`config.mk`:
```
export PLATFORM = sky130hd
export DESIGN_NAME = ctrl_pipe_unit
export DESIGN_NICKNAME = d
export VERILOG_FILES = /design/src/rtl/ctrl_pipe_unit.sv
export SDC_FILE = /design/constraint.sdc
export NUM_CORES = 1
export LEC_CHECK = 0
export CAP_MARGIN = 20
export CORE_UTILIZATION = 33
export CTS_CLUSTER_DIAMETER = 50
export CTS_CLUSTER_SIZE = 24
export DETAILED_ROUTE_END_ITERATION = 12
export PLACE_DENSITY = 0.79
export SYNTH_ARGS = -nofsm -noshare
export SYNTH_HDL_FRONTEND = slang
export SYNTH_SLANG_ARGS = --single-unit
```
`constraint.sdc`:
```
create_clock -name clk -period 1.33 [get_ports clk]
set_input_delay 0.266 -clock clk [delete_from_list [all_inputs] [get_ports clk]]
set_output_delay 0.266 -clock clk [all_outputs]
set_load 0.02 [all_outputs]
```
`src/rtl/ctrl_pipe_unit.sv`:
```
// ctrl_pipe_unit: control path of the five-stage ARM-subset core.
// Decodes the D-stage instruction, carries the control word through the
// E/M/W pipeline registers, evaluates the condition field in E against the
// internal NZCV register and gates every architectural write with it.
// Build option: define COND_EXEC_EN for full condition evaluation; without it
// every instruction executes unconditionally (flags are still tracked).
module ctrl_pipe_unit #(
    parameter int ALUCTRL_W  = 2,
    parameter bit CMP_EN_CMD = 1'b1
) (
    input  logic                 clk,
    input  logic                 reset,
    input  logic [31:0]          InstrD,
    input  logic                 FlushE,
    input  logic [3:0]           ALUFlagsE,
    output logic [ALUCTRL_W-1:0] ALUControlE,
    output logic                 ALUSrcE,
    output logic [1:0]           ImmSrcD,
    output logic [1:0]           RegSrcD,
    output logic                 BranchTakenE,
    output logic                 PCSrcW,
    output logic                 RegWriteM,
    output logic                 RegWriteW,
    output logic                 MemWriteM,
    output logic                 MemtoRegE,
    output logic                 MemtoRegW
);
    localparam logic [ALUCTRL_W-1:0] ALU_ADD = ALUCTRL_W'(0);
    localparam logic [ALUCTRL_W-1:0] ALU_SUB = ALUCTRL_W'(1);
    localparam logic [ALUCTRL_W-1:0] ALU_AND = ALUCTRL_W'(2);
    localparam logic [ALUCTRL_W-1:0] ALU_ORR = ALUCTRL_W'(3);
    localparam logic [ALUCTRL_W-1:0] ALU_EOR = ALUCTRL_W'(4);
    localparam logic [3:0]           COND_AL = 4'hE;

    logic [1:0] op_d;
    logic [3:0] cmd_d, rd_d;
    logic       s_d, i_d, l_d, dp_ok;

    assign op_d = InstrD[27:26];
    assign i_d  = InstrD[25];
    assign cmd_d = InstrD[24:21];
    assign s_d  = InstrD[20];
    assign l_d  = InstrD[20];
    assign rd_d = InstrD[15:12];

    logic                 unused_instr;
    assign unused_instr = ^{InstrD[19:16], InstrD[11:0]};

    logic [ALUCTRL_W-1:0] alu_d;
    logic                 alusrc_d, regw_d, memw_d, memtoreg_d, branch_d, pcs_d;
    logic [1:0]           flagw_d;

    // D-stage decode; anything unsupported falls through as a NOP with no writes.
    always_comb begin
        alu_d      = '0;
        alusrc_d   = 1'b0;
        regw_d     = 1'b0;
        memw_d     = 1'b0;
        memtoreg_d = 1'b0;
        branch_d   = 1'b0;
        flagw_d    = 2'b00;
        ImmSrcD    = 2'b00;
        RegSrcD    = 2'b00;
        dp_ok      = 1'b0;
        case (op_d)
            2'b00: begin
                dp_ok = 1'b1;
                case (cmd_d)
                    4'b0100: begin alu_d = ALU_ADD; regw_d = 1'b1; flagw_d = {s_d, s_d}; end
                    4'b0010: begin alu_d = ALU_SUB; regw_d = 1'b1; flagw_d = {s_d, s_d}; end
                    4'b0000: begin alu_d = ALU_AND; regw_d = 1'b1; flagw_d = {s_d, 1'b0}; end
                    4'b1100: begin alu_d = ALU_ORR; regw_d = 1'b1; flagw_d = {s_d, 1'b0}; end
                    4'b0001: begin
                        if (ALUCTRL_W >= 3) begin
                            alu_d   = ALU_EOR;
                            regw_d  = 1'b1;
                            flagw_d = {s_d, 1'b0};
                        end else begin
                            dp_ok = 1'b0;
                        end
                    end
                    4'b1010: begin
                        if (CMP_EN_CMD && s_d) begin
                            alu_d   = ALU_SUB;
                            flagw_d = 2'b11;
                        end else begin
                            dp_ok = 1'b0;
                        end
                    end
                    default: dp_ok = 1'b0;
                endcase
                alusrc_d = dp_ok & i_d;
            end
            2'b01: begin
                ImmSrcD    = 2'b01;
                RegSrcD    = {~l_d, 1'b0};
                alusrc_d   = 1'b1;
                alu_d      = ALU_ADD;
                regw_d     = l_d;
                memtoreg_d = l_d;
                memw_d     = ~l_d;
            end
            2'b10: begin
                ImmSrcD  = 2'b10;
                RegSrcD  = 2'b01;
                alusrc_d = 1'b1;
                alu_d    = ALU_ADD;
                branch_d = 1'b1;
            end
            default: ;
        endcase
        pcs_d = ((rd_d == 4'hF) && regw_d) || branch_d;
    end

    logic [ALUCTRL_W-1:0] alu_e_q;
    logic                 alusrc_e_q, regw_e_q, memw_e_q, memtoreg_e_q, branch_e_q, pcs_e_q;
    logic [1:0]           flagw_e_q;
    logic [3:0]           cond_e_q;

    // D->E register; a flush loads a write-free bubble with an AL condition.
    always_ff @(posedge clk or negedge reset) begin
        if (!reset) begin
            alu_e_q      <= '0;
            alusrc_e_q   <= 1'b0;
            regw_e_q     <= 1'b0;
            memw_e_q     <= 1'b0;
            memtoreg_e_q <= 1'b0;
            branch_e_q   <= 1'b0;
            pcs_e_q      <= 1'b0;
            flagw_e_q    <= 2'b00;
            cond_e_q     <= 4'h0;
        end else if (FlushE) begin
            alu_e_q      <= '0;
            alusrc_e_q   <= 1'b0;
            regw_e_q     <= 1'b0;
            memw_e_q     <= 1'b0;
            memtoreg_e_q <= 1'b0;
            branch_e_q   <= 1'b0;
            pcs_e_q      <= 1'b0;
            flagw_e_q    <= 2'b00;
            cond_e_q     <= COND_AL;
        end else begin
            alu_e_q      <= alu_d;
            alusrc_e_q   <= alusrc_d;
            regw_e_q     <= regw_d;
            memw_e_q     <= memw_d;
            memtoreg_e_q <= memtoreg_d;
            branch_e_q   <= branch_d;
            pcs_e_q      <= pcs_d;
            flagw_e_q    <= flagw_d;
            cond_e_q     <= cond_d_w();
        end
    end

    function automatic logic [3:0] cond_d_w();
        return InstrD[31:28];
    endfunction

    logic [3:0] flags_q, flags_d;
    logic       flag_n, flag_z, flag_c, flag_v, cond_ex;

    assign {flag_n, flag_z, flag_c, flag_v} = flags_q;

    // Condition check of the E-stage instruction against the committed flags.
    always_comb begin
        cond_ex = 1'b0;
`ifdef COND_EXEC_EN
        case (cond_e_q)
            4'h0: cond_ex = flag_z;
            4'h1: cond_ex = ~flag_z;
            4'h2: cond_ex = flag_c;
            4'h3: cond_ex = ~flag_c;
            4'h4: cond_ex = flag_n;
            4'h5: cond_ex = ~flag_n;
            4'h6: cond_ex = flag_v;
            4'h7: cond_ex = ~flag_v;
            4'h8: cond_ex = flag_c & ~flag_z;
            4'h9: cond_ex = ~flag_c | flag_z;
            4'hA: cond_ex = (flag_n == flag_v);
            4'hB: cond_ex = (flag_n != flag_v);
            4'hC: cond_ex = ~flag_z & (flag_n == flag_v);
            4'hD: cond_ex = flag_z | (flag_n != flag_v);
            4'hE: cond_ex = 1'b1;
            default: cond_ex = 1'b0;
        endcase
`else
        cond_ex = 1'b1;
`endif
    end

`ifndef COND_EXEC_EN
    logic unused_cond;
    assign unused_cond = ^{cond_e_q, flag_n, flag_z, flag_c, flag_v};
`endif

    // Flag update: NZ and CV groups written independently by the executing instruction.
    always_comb begin
        flags_d = flags_q;
        if (flagw_e_q[1] && cond_ex) flags_d[3:2] = ALUFlagsE[3:2];
        if (flagw_e_q[0] && cond_ex) flags_d[1:0] = ALUFlagsE[1:0];
    end

    // NZCV register.
    always_ff @(posedge clk or negedge reset) begin
        if (!reset) flags_q <= 4'b0000;
        else        flags_q <= flags_d;
    end

    logic regw_m_q, memw_m_q, memtoreg_m_q, pcs_m_q;
    logic regw_w_q, memtoreg_w_q, pcs_w_q;

    // E->M and M->W registers carry the condition-gated enables.
    always_ff @(posedge clk or negedge reset) begin
        if (!reset) begin
            regw_m_q     <= 1'b0;
            memw_m_q     <= 1'b0;
            memtoreg_m_q <= 1'b0;
            pcs_m_q      <= 1'b0;
            regw_w_q     <= 1'b0;
            memtoreg_w_q <= 1'b0;
            pcs_w_q      <= 1'b0;
        end else begin
            regw_m_q     <= regw_e_q & cond_ex;
            memw_m_q     <= memw_e_q & cond_ex;
            memtoreg_m_q <= memtoreg_e_q;
            pcs_m_q      <= pcs_e_q & cond_ex;
            regw_w_q     <= regw_m_q;
            memtoreg_w_q <= memtoreg_m_q;
            pcs_w_q      <= pcs_m_q;
        end
    end

    assign ALUControlE  = alu_e_q;
    assign ALUSrcE      = alusrc_e_q;
    assign MemtoRegE    = memtoreg_e_q;
    assign BranchTakenE = branch_e_q & cond_ex;
    assign RegWriteM    = regw_m_q;
    assign MemWriteM    = memw_m_q;
    assign RegWriteW    = regw_w_q;
    assign MemtoRegW    = memtoreg_w_q;
    assign PCSrcW       = pcs_w_q;

endmodule

```
# Yosys cells after proc, flatten, opt, wreduce, memory -nomap -nowiden
# Index checks and enable logic that the tools add are counted.
[classes]
reduce_logical = 6
n_bitwise = 2
n_mux = 21
eq_ne = 7
[ops]
columns = ["op", "n"]
rows = [
  ["$mux W1", 13],
  ["$eq A4 B4 Y1 const B", 3],
  ["$pmux W2 S2", 2],
  ["$pmux W2 S4", 1],
  ["$pmux W1 S2", 3],
  ["$eq A4 B2 Y1 const B", 1],
  ["$eq A4 B3 Y1 const B", 1],
  ["$logic_not A4 Y1", 1],
  ["$mux W2", 2],
  ["$reduce_or A4 Y1", 1],
  ["$eq A2 B1 Y1 const B", 1],
  ["$eq A2 B2 Y1 const B", 1],
  ["$logic_not A2 Y1", 1],
  ["$reduce_or A2 Y1", 1],
  ["$and A1 B1 Y1", 1],
  ["$logic_and A1 B1 Y1", 1],
  ["$logic_or A1 B1 Y1", 1],
  ["$not A1 Y1", 1],
]
[word_totals]
register_bits = 15
input_bits = 39
out_inout_bits = 14

# Longest topological paths before layout
[depth]
depth_word = 7
depth_mapped = 5
depth_no_buf = 5

# Least setup slack after synthesis
# No wires, ideal clock.
[synth_timing]
path_type = "input -> output"
from = "input InstrD[26]"
to = "output RegSrcD[1]"
arrival_time_ns = 1.158
path_buffers = 0
slack_ns = -0.094
stages = 4
cell_sequence = "inv_1 -> ha_1 -> inv_1 -> nor3b_1"
[synth_via]
elab_chain_cells = 2
elab_cells_between_ends = 3
classes_between = "eq/ne (2); mux (1)"
[synth_lines]
columns = ["item", "line", "source"]
rows = [
  ["start, declared", "13", "input logic [31:0] InstrD,"],
  ["$eq A2 B2 Y1 / $eq A2 B1 Y1 (equally long branches)", "65", "case (op_d)"],
  ["$pmux W2 S2 (*)", "65", ""],
  ["end, declared", "19", "output logic [1:0] RegSrcD,"],
]
# Every way passes the cells marked *; elsewhere a longest branch is shown, timed or not.

# Final worst setup path
# Same ends and word-level chain as after synthesis.

==> results.py <==
metrics = {
    "final_layout": {
        "layout.cell_area.non_filler_um2": 1035,
        "share_of_final_layout_standard_cells_stronger_than_drive_strength_1": 0.3146,
        "fin_cells": 114,
        "multi_input_area_um2": 255.2,
        "final_net_count": 135,
        "antenna_cells_inserted": 0,
        "seqCellArea_um2": 375.4,
        "layout-area-overhead-vs-synth_pct": 67.07,
        "largest_register_ff_count": 2,
        "fillerInstances": 161,
        "final_core_util": 0.5928,
    },
    "sta": {
        "setup_violations": 0,
        "fin_crit_sh": 0.9744,
        "timing.slew.headroom": 0.8142,
        "setup_total_negative_slack_ns": 0,
        "timing_hold_violations_final": 0,
        "grt_setup_unrepaired": "no",
        "max_clock_freq_mhz": 771.6,
        "clock-skew-final_ns": 0.0003872,
        "period_needed_ns": 1.296,
        "layout_setup_ws_ns": 0.03403,
        "worstMarginPinSlew_ns": 0.2781,
        "report.final.slew_viol_count": 0,
    },
    "yosys": {
        "synthesis.area_per_instance_um2": 13.18,
        "synth.top_cell.area_share": 0.6061,
        "combinational_family_with_the_most_area_after_synthesis": "simple AND/OR/NAND/NOR gates",
        "yosysWarnings": 0,
        "synth_compound_gate_area_share": 0.06465,
        "yosys.area.top_type": "sky130_fd_sc_hd__dfrtp_1",
        "post_synth_mux_area_share": 0,
        "post_synth_xor_area_fraction": 0,
        "syn-instance-count": 47,
        "netlist_area_um2": 619.3,
        "yosys.cell_count.top_type": "sky130_fd_sc_hd__dfrtp_1",
        "netlist_top_cells_area": "sky130_fd_sc_hd__dfrtp_1, sky130_fd_sc_hd__ha_1, sky130_fd_sc_hd__nor3b_1",
        "synth_simple_gate_area_share": 0.1778,
        "yosys-top-cells-count": "sky130_fd_sc_hd__dfrtp_1, sky130_fd_sc_hd__ha_1, sky130_fd_sc_hd__nor3b_1",
        "portion_of_the_post_synthesis_area_used_by_sequential_elements": 0.6061,
        "yosys_most_used_dff": "sky130_fd_sc_hd__dfrtp_1",
        "synthDistinctLibCells": 20,
        "synth_enable_flop_cells": 0,
        "yosys_register_bits": 15,
        "mappedNetlistNets": 92,
        "async_reset_ff_frac": 1.000,
        "synth_fa_ha_area_frac": 0.1212,
    },
    "floorplan": {
        "number_of_rows_created_at_floorplan": 15,
        "floorplan.die_area_um2": 2054,
        "area_of_the_core_um2": 1745,
        "io_pins": 53,
        "floorplan.initialDensity": 0.3548,
        "dieWidth_um": 45.32,
        "height_of_the_chip_um": 45.32,
    },
    "place": {
        "dp.cells": 110,
        "numPortBuffers": 28,
        "gpl.final_weighted_congestion": 0.6859,
        "detailedPlacementHpwl_um": 896.3,
        "placedInstanceArea_um2": 1011,
        "place_worst_setup_slack_ns": -0.8716,
    },
    "clock_network": {
        "cts_tree": "built",
        "cts.clk_slew.worst_paths_ns": 0.08,
        "ctsHtreeMaxLevel": 1,
        "postCtsSetupBuffers": 0,
        "clk_root_buffer_cell": "sky130_fd_sc_hd__clkbuf_4",
        "hold_buffers": 0,
        "cts_buffers": 3,
        "insertion_delay_ns": 0.27,
        "clk_path_buf_depth": 2,
        "clkSinkCount": 15,
    },
    "pwr": {
        "power-per-cell-area_nw_per_um2": 850.0,
        "cellInternalPower_uw": 679.8,
        "p_comb_frac": 0.192,
        "clock_network_fraction_of_total_power": 0.268,
        "p_seq_frac": 0.539,
        "cellLeakagePower_nw": 0.5503,
        "power.switching_fraction": 0.2271,
        "net-switching-power_uw": 199.7,
        "peakVddDrop_v": 0.0003878,
    },
    "setup_path": {
        "timing.critical_path.slowest_stage_cell": "sky130_fd_sc_hd__ha_4",
        "most_frequent_cell_on_the_critical_path": "sky130_fd_sc_hd__inv_2",
        "worst-path-buf-inv": 4,
        "critical_path_class": "in2out",
        "critical-path-max-stage-delay_ns": 0.25,
        "end_kind": "primary output",
        "worst-endpoint-required_ns": 1.06,
        "worstPathCellList": "buf_2 > inv_2 > ha_4 > inv_2 > nor3b_2 > buf_4",
        "cp_top_family": "buffers and inverters",
        "worst_ep_arrival_time_ns": 1.03,
        "worstSetupStartpointType": "primary input",
        "critical_path_peak_fanout": 2,
    },
    "worst_hold_path": {
        "hp-class": "in2async",
    },
    "grt": {
        "grt_pass1_wl_um": 1807,
        "grt_overflow_total": 0,
        "grt_antenna_before_repair": 0,
        "grt_max_degree": 16,
        "gr-usage-all-layers": 0.1245,
        "first_global_vias": 464,
    },
    "routing": {
        "route.final.wire_length_um": 1081,
        "drt_wl_cell_um": 9.482,
        "drt_iter0_drc": 4,
        "detail_route.drc_violations": 0,
        "dr_total_vias": 465,
        "detailedRoute.firstPassIterationCount": 2,
        "route.antenna.remaining_nets": 0,
        "routed_via_density": 4.079,
    },
    "outcome": {
        "result_of_the_run": "finished clean",
    },
    "job": {
        "maxcap_violations": 0,
    },
}
-- what timing repair did --
| item | 4_1_cts | 5_1_grt |
|---|---|---|
| resized for setup | 37 | 8 |
| pin swaps | 1 | 2 |
| setup endpoints to repair | 16 | 2 |
-- placed cells by master (no fill, tap or decap) --
cell and instances:
sky130_fd_sc_hd__clkbuf_4 3, sky130_fd_sc_hd__o2111ai_1 1, sky130_fd_sc_hd__inv_2 3, sky130_fd_sc_hd__dlygate4sd2_1 11
sky130_fd_sc_hd__ha_4 2, sky130_fd_sc_hd__clkbuf_1 1, sky130_fd_sc_hd__nor3b_2 1, sky130_fd_sc_hd__and4_1 1
sky130_fd_sc_hd__nor2_1 2, sky130_fd_sc_hd__ha_1 4, sky130_fd_sc_hd__buf_6 3, sky130_fd_sc_hd__clkdlybuf4s50_1 11
sky130_fd_sc_hd__buf_2 4, sky130_fd_sc_hd__nand2_1 2, sky130_fd_sc_hd__nor2b_1 2, sky130_fd_sc_hd__and3b_1 1
sky130_fd_sc_hd__and2b_2 1, sky130_fd_sc_hd__nor3b_1 3, sky130_fd_sc_hd__nand2b_2 1, sky130_fd_sc_hd__nand3_1 1
sky130_fd_sc_hd__o21a_1 1, sky130_fd_sc_hd__a31o_1 1, sky130_fd_sc_hd__nand2b_1 1, sky130_fd_sc_hd__and2_1 1
sky130_fd_sc_hd__buf_4 10, sky130_fd_sc_hd__dfrtp_1 15, sky130_fd_sc_hd__a21o_1 1, sky130_fd_sc_hd__a211oi_1 1
-- kinds of logic after synthesis --
family          Yosys count
fa+ha+maj                 6
buf+inv                   4
compound gates            5
simple gates             17
flops                    15
-- stage by stage --
step                hold slack (ns)  power, mW
global route                 0.3054     0.9377
finish                       0.3063     0.8795
floorplan                  -0.02959     0.5410
CTS                          0.3049     0.8917
global placement             0.3321     0.6557
detailed placement           0.3347     0.6600
-- power groups by stage --
stage               Clock [mW]  Combinational, mW  Sequential (mW)
detailed placement           0              0.176            0.484
CTS                      0.253              0.164            0.475
global route             0.277              0.185            0.476
finish                   0.236              0.169            0.474
floorplan                    0             0.0431            0.498
global placement             0              0.172            0.484
-- routing by layer --
| metal | track usage | part of all wire |
|---|---|---|
| met1 | 0.1345 | 0.43 |
| met2 | 0.2232 | 0.51 |
| met3 | 0.02400 | 0.064 |
| met4 | 0.07273 | 0 |
| met5 | 0 | 0 |
-- path summary, 6_finish.rpt --
path / slack, ns / from / end / depth (start not counted)
max: 0.03 / InstrD[26] / RegSrcD[1] / 6
min: 0.31 / reset / ALUSrcE$_DFF_PN0_ / 2
max reg2reg: 0.84 / MemtoRegE$_DFF_PN0_ / memtoreg_m_q$_DFF_PN0_ / 0
min reg2reg: 0.35 / memw_e_q$_DFF_PN0_ / MemWriteM$_DFF_PN0_ / 0
max in group asynchronous: 0.86 / reset / memw_e_q$_DFF_PN0_ / 2
min in group clk: 0.35 / memw_e_q$_DFF_PN0_ / MemWriteM$_DFF_PN0_ / 0
-- cell type report --
class                   instances  share of cell area
clock buffers                   4             0.02539
flip-flops and latches         15              0.3628
inverters                       3             0.01088
multi-input cells              28              0.2467
well taps                      25             0.03023
repair buffers                 39              0.3241
Power figures use the tool's default switching activity.
